[config.mk]
export PLATFORM = sky130hd
export DESIGN_NAME = fnd_scan_ctrl
export DESIGN_NICKNAME = d
export VERILOG_FILES = /design/src/rtl/fnd_scan_ctrl_pkg.sv /design/src/rtl/fnd_scan_ctrl_seg7_decoder.sv /design/src/rtl/fnd_scan_ctrl.sv
export SDC_FILE = /design/constraint.sdc
export NUM_CORES = 1
export LEC_CHECK = 0
export ABC_AREA = 1
export BUFFER_PORTS_ARGS = -buffer_cell sky130_fd_sc_hd__buf_2
export CAP_MARGIN = 0
export CORE_ASPECT_RATIO = 1.4
export CORE_MARGIN = 1
export CORE_UTILIZATION = 50
export CTS_CLUSTER_DIAMETER = 120
export CTS_CLUSTER_SIZE = 16
export DETAILED_ROUTE_END_ITERATION = 16
export PLACE_DENSITY = 0.7
export SYNTH_ARGS = -nofsm -noshare
export SYNTH_HDL_FRONTEND = slang
export SYNTH_HIERARCHICAL = 1
export SYNTH_SLANG_ARGS = --single-unit
[constraint.sdc]
create_clock -name clk -period 2.35 [get_ports clk]
set_input_delay 0.47 -clock clk [delete_from_list [all_inputs] [get_ports clk]]
set_output_delay 0.47 -clock clk [all_outputs]
set_load 0.1 [all_outputs]
[src/rtl/fnd_scan_ctrl_pkg.sv]
// fnd_scan_ctrl_pkg: shared 7-segment glyph constants and idle levels for the FND scan controller.
//   Glyphs are active-low seg_n bytes with the decimal point off: [6:0] = g..a, [7] = dp.
//   SEG_OFF / COM_OFF are the all-dark segment and common levels.
package fnd_scan_ctrl_pkg;
    localparam logic [7:0] SEG_0   = 8'hC0;
    localparam logic [7:0] SEG_1   = 8'hF9;
    localparam logic [7:0] SEG_2   = 8'hA4;
    localparam logic [7:0] SEG_3   = 8'hB0;
    localparam logic [7:0] SEG_4   = 8'h99;
    localparam logic [7:0] SEG_5   = 8'h92;
    localparam logic [7:0] SEG_6   = 8'h82;
    localparam logic [7:0] SEG_7   = 8'hF8;
    localparam logic [7:0] SEG_8   = 8'h80;
    localparam logic [7:0] SEG_9   = 8'h90;
    localparam logic [7:0] SEG_A   = 8'h88;
    localparam logic [7:0] SEG_B   = 8'h83;
    localparam logic [7:0] SEG_C   = 8'hC6;
    localparam logic [7:0] SEG_D   = 8'hA1;
    localparam logic [7:0] SEG_E   = 8'h86;
    localparam logic [7:0] SEG_F   = 8'h8E;
    localparam logic [7:0] SEG_OFF = 8'hFF;
    localparam logic [3:0] COM_OFF = 4'hF;
endpackage

[src/rtl/fnd_scan_ctrl_seg7_decoder.sv]
// fnd_scan_ctrl_seg7_decoder: combinational nibble to active-low 7-segment pattern (0-9, A b C d E F).
//   nib    in  4  hex digit
//   seg_n  out 7  active-low segments g..a
module fnd_scan_ctrl_seg7_decoder
    import fnd_scan_ctrl_pkg::*;
(
    input  logic [3:0] nib,
    output logic [6:0] seg_n
);
    always_comb begin
        seg_n = SEG_OFF[6:0];
        case (nib)
            4'h0: seg_n = SEG_0[6:0];
            4'h1: seg_n = SEG_1[6:0];
            4'h2: seg_n = SEG_2[6:0];
            4'h3: seg_n = SEG_3[6:0];
            4'h4: seg_n = SEG_4[6:0];
            4'h5: seg_n = SEG_5[6:0];
            4'h6: seg_n = SEG_6[6:0];
            4'h7: seg_n = SEG_7[6:0];
            4'h8: seg_n = SEG_8[6:0];
            4'h9: seg_n = SEG_9[6:0];
            4'hA: seg_n = SEG_A[6:0];
            4'hB: seg_n = SEG_B[6:0];
            4'hC: seg_n = SEG_C[6:0];
            4'hD: seg_n = SEG_D[6:0];
            4'hE: seg_n = SEG_E[6:0];
            default: seg_n = SEG_F[6:0];
        endcase
    end
endmodule

[src/rtl/fnd_scan_ctrl.sv]
// fnd_scan_ctrl: 4-digit common-anode FND scanner with per-frame latching and inter-digit blanking.
//   clk         in   1   system clock
//   reset_n     in   1   asynchronous reset, active low
//   value       in   16  four nibbles, [3:0] = digit0 (rightmost)
//   dp_in       in   4   decimal point request per digit, 1 = on
//   blink_mask  in   4   per-digit blink enable (only when FND_BLINK_EN is defined)
//   seg_n       out  8   active-low segments, [6:0] = g..a, [7] = dp
//   com_n       out  4   active-low digit commons, [0] = digit0
// Optional feature macro: FND_BLINK_EN (adds blink_mask, BLINK_DIV and the blink counter).
module fnd_scan_ctrl
    import fnd_scan_ctrl_pkg::*;
#(
    parameter int SCAN_DIV  = 100_000,
    parameter int BLANK_CYC = 100
`ifdef FND_BLINK_EN
    ,
    parameter int BLINK_DIV = 50_000_000
`endif
) (
    input  logic        clk,
    input  logic        reset_n,
    input  logic [15:0] value,
    input  logic [3:0]  dp_in,
`ifdef FND_BLINK_EN
    input  logic [3:0]  blink_mask,
`endif
    output logic [7:0]  seg_n,
    output logic [3:0]  com_n
);
    localparam int SW = $clog2(SCAN_DIV);
    localparam logic [SW-1:0] SLOT_LAST = SW'(SCAN_DIV - 1);
    localparam logic [SW-1:0] BLANK     = SW'(BLANK_CYC);
    logic [SW-1:0] slot_cnt;
    logic [1:0]    idx;
    logic [15:0]   frame;
    logic [3:0]    dp_frame;
    logic          load_pend;
    logic [6:0]    glyph;
    logic          blink_dark;
    logic          dark;
    logic [3:0]    com_d;
    logic [7:0]    seg_d;
    fnd_scan_ctrl_seg7_decoder u_dec (
        .nib   (frame[idx*4 +: 4]),
        .seg_n (glyph)
    );
`ifdef FND_BLINK_EN
    localparam int BW = $clog2(BLINK_DIV);
    localparam logic [BW-1:0] BLINK_LAST = BW'(BLINK_DIV - 1);
    logic [BW-1:0] blink_cnt;
    logic          blink_ph;
    always_ff @(posedge clk or negedge reset_n) begin
        if (!reset_n) begin
            blink_cnt <= '0;
            blink_ph  <= 1'b0;
        end else begin
            blink_cnt <= (blink_cnt == BLINK_LAST) ? '0 : blink_cnt + 1'b1;
            if (blink_cnt == BLINK_LAST) blink_ph <= ~blink_ph;
        end
    end
    // Mask is taken live so a blink request takes effect without waiting for a frame.
    assign blink_dark = blink_ph & blink_mask[idx];
`else
    assign blink_dark = 1'b0;
`endif
    // The load_pend edge only captures the first frame, so its output is forced dark
    // and the slot timer starts one edge later.
    always_comb begin
        dark  = load_pend | (slot_cnt < BLANK) | blink_dark;
        com_d = dark ? COM_OFF : ~(4'b0001 << idx);
        seg_d = dark ? SEG_OFF : {~dp_frame[idx], glyph};
    end
    always_ff @(posedge clk or negedge reset_n) begin
        if (!reset_n) begin
            slot_cnt  <= '0;
            idx       <= 2'd0;
            frame     <= 16'h0000;
            dp_frame  <= 4'h0;
            load_pend <= 1'b1;
            com_n     <= COM_OFF;
            seg_n     <= SEG_OFF;
        end else begin
            load_pend <= 1'b0;
            if (load_pend || (slot_cnt == SLOT_LAST && idx == 2'd3)) begin
                frame    <= value;
                dp_frame <= dp_in;
            end
            if (!load_pend) begin
                slot_cnt <= (slot_cnt == SLOT_LAST) ? '0 : slot_cnt + 1'b1;
                if (slot_cnt == SLOT_LAST) idx <= idx + 1'b1;
            end
            com_n <= com_d;
            seg_n <= seg_d;
        end
    end
endmodule

==> results by group <==
Floorplan
  • Cell row count: 33
  • Starting density of the core: 0.518
  • Die area: 0.00639 mm²
  • Core Footprint: 0.00586 mm²
  • Chip width: around 68 µm
  • Die Y: approximately 94 µm
  • I/O pins: 34

Timing
  • Pins over their slew limit: 0
  • Slew @ Worst Pin: between 0.8 and 0.9 ns
  • Fin. Hold Viols: 0
  • Clock skew: about 0.012 ns
  • Period minus WS final: about 2.0 ns
  • TNS Setup: 0 ns
  • F_max: around 500 MHz
  • Relative slew slack: 0.464
  • # setup viols final: 0
  • Period utilization: 0.853
  • Unrepaired setup endpoints after global routing: no

Clocking
  • Worst skew pair latency: about 0.30 ns
  • Hold Buf Count CTS: 0
  • Maximum clock insertion buffer count: 2
  • CTS sink count: 52
  • CTS tree: done
  • Clk pin slew, worst setup/hold paths: ~0.09 ns
  • # H-tree levels: 2
  • Postcts setup bufs: 0
  • CTS Root Cell: clkbuf_8
  • Inserted Clock Buffers: 5
  • Resized cells post-CTS: 0

Critical path
  • R2R cell count: 9
  • Reg-to-Reg End: seg_n[3]
  • CP Data Arrival Time: around 2.2 ns
  • Startpoint Class: flop
  • FF-to-FF setup slack: roughly 0.35 ns
  • Required @ worst endpoint: approximately 2.6 ns
  • Critical Path Sink Type: flop
  • CP max FO: 8
  • Crit Path Category: flop to flop
  • R2R Path Start: idx[1]

Routing
  • 1st-pass router iterations: 4
  • Total Routed Length: roughly 5.8 mm
  • Vias: around 2400
  • DR WL/cell: ~12 µm
  • Post-DRT Antenna Nets: 0
  • Iteration-0 DRC Markers: around 140
  • DRC violations left: 0
  • DR vias/cell: about 5.2

Power
  • Power Density: between 600 and 700 mW/mm²
  • VDD IR max: between 0.0003 and 0.0004 V
  • LEAKAGE: roughly 1.7 nW

Global route
  • Congestion Overflow GR: 0
  • Gr usage total: 0.210
  • Vias in the first global route: between 2000 and 2500
  • Initial antenna violation count: 0
  • First-pass GRT wire length: 10.2 mm
  • Largest net degree at the start of global routing: 53

Layout
  • Share of cells above drive strength 1: 0.275
  • Layout Utilization: 0.564
  • Layout net count: 430
  • Finished Cell Area: about 0.0033 mm²
  • Diode count: 0
  • Synth-to-layout area growth: 8.94%
  • Non-Filler Instances: 467

Status
  • Status: finished clean

Synth
  • Syn avg cell area: 8.37 µm²
  • Synth top area cells: dfrtp_1 32%, dfstp_2 11%, nand2_1 10%
  • Post-synth EDFFs: 0
  • Async SR Flop Fraction: 1.00
  • Commonest cells in the netlist: 82 x nand2_1, 43 x nand3_1, 42 x nor2_1, 39 x dfrtp_1, 32 x inv_1
  • Synth Register Bits: 52
  • Synth area leader: dfrtp_1
  • Syn Inst Count: between 300 and 400
  • Mapped Area: approximately 0.0030 mm²
  • Yosys cell types: 34
  • Ys Warns: 6
  • Yosys top cell area share: 0.321
  • Most frequent cell after synthesis: nand2_1
  • Seq/Total Area, Yosys: 0.434
  • Top_reg_cell synth: dfrtp_1
  • Syn_nets: between 300 and 400

Place
  • Post-detail-place hpwl: between 4 and 5 mm
  • Final GP Congestion: roughly 0.88
  • Cell Area, Placed: between 0.003 and 0.004 mm²
  • Dpl cells: between 400 and 500
  • Port Buffers: 33

Min path
  • Hold WC Path Type: input pin to asynchronous set/reset pin

Job
  • # Max-Cap Violations: 0
-- area by class of cell --
cell class / count / area [µm²]
well taps: 70 / 87.6
fillers: 553 / 2550
flip-flops and latches: 52 / 1320
multi-input cells: 262 / 1470
repair buffers: 39 / 210
inverters: 36 / 138
clock buffers: 8 / 90.1
-- cells by family after synthesis --
| logic type | count (synthesis) | share of synthesized area |
|---|---|---|
| AOI/OAI and AO/OA | 26 | 0.0486 |
| xor gates and xnor gates | 5 | 0.0144 |
| adders and majority gates | 12 | 0.0494 |
| buffers and inverters | 49 | 0.0836 |
| DFF | 52 | 0.434 |
| other | 1 | 0.00123 |
| and+or+nand+nor | 218 | 0.369 |
-- flip-flops by register name, indices dropped and copies added, names as in the netlist --
signal     cells
slot_cnt      17
frame         16
seg_n          8
com_n          4
dp_frame       4
idx            2
load_pend      1
-- report_power, final --
part	internal, mW	switching [mW]
sequential	0.987	0.104
combinational	0.140	0.295
clock	0.241	0.275
total	1.37	0.674
-- per-stage QoR --
stage                     setup slack [ns]  total power [mW]  hold slack (ns)
after global placement               0.403              1.54            0.494
after detailed placement             0.361              1.55            0.497
after floorplan                      0.229              1.44            0.174
after global routing                 0.190              2.17            0.317
final                                0.345              2.04            0.261
after CTS                            0.333              2.06            0.289
-- placed cells by master (no fill, tap or decap), types with 4 or more instances in the layout --
master	netlist	routed
buf_4	1	6
o22ai_1	5	5
o21ai_0	12	12
nor2_2	7	7
ha_1	12	12
nand4_1	4	4
or2_2	8	8
clkbuf_8	0	6
nand3_2	22	22
dfstp_2	13	13
dfrtp_1	39	39
nor2_1	42	42
nand2_1	82	82
inv_1	32	32
nand3_1	43	43
buf_2	3	33
-- metal layers --
metal,vias up,wire (µm),track usage
li1,1226,-,-
met2,73,2900,0.353
met1,1111,2430,0.252
met3,23,218,0.0340
met5,-,0,0
met4,0,221,0.104
-- how the worst max path moves through the flow --
stage,cells after the start,to,startpoint
2_1_floorplan,10,seg_n[3],idx[0]
3_3_place_gp,9,seg_n[3],idx[1]
3_5_place_dp,9,seg_n[3],idx[1]
4_1_cts,9,seg_n[3],idx[1]
5_1_grt,10,seg_n[0],idx[1]
6_report,9,seg_n[3],idx[1]
-- critical path: stages (launching register included) --
cell and delay (ns):
dfrtp_1 0.47, inv_1 0.21, o21ai_0 0.13, o22ai_1 0.18, inv_1 0.15, ha_1 0.33
nand2_1 0.05, nand3_1 0.08, nand2_1 0.05, or2_2 0.28
Note: power is estimated with default switching activity, not from simulation.
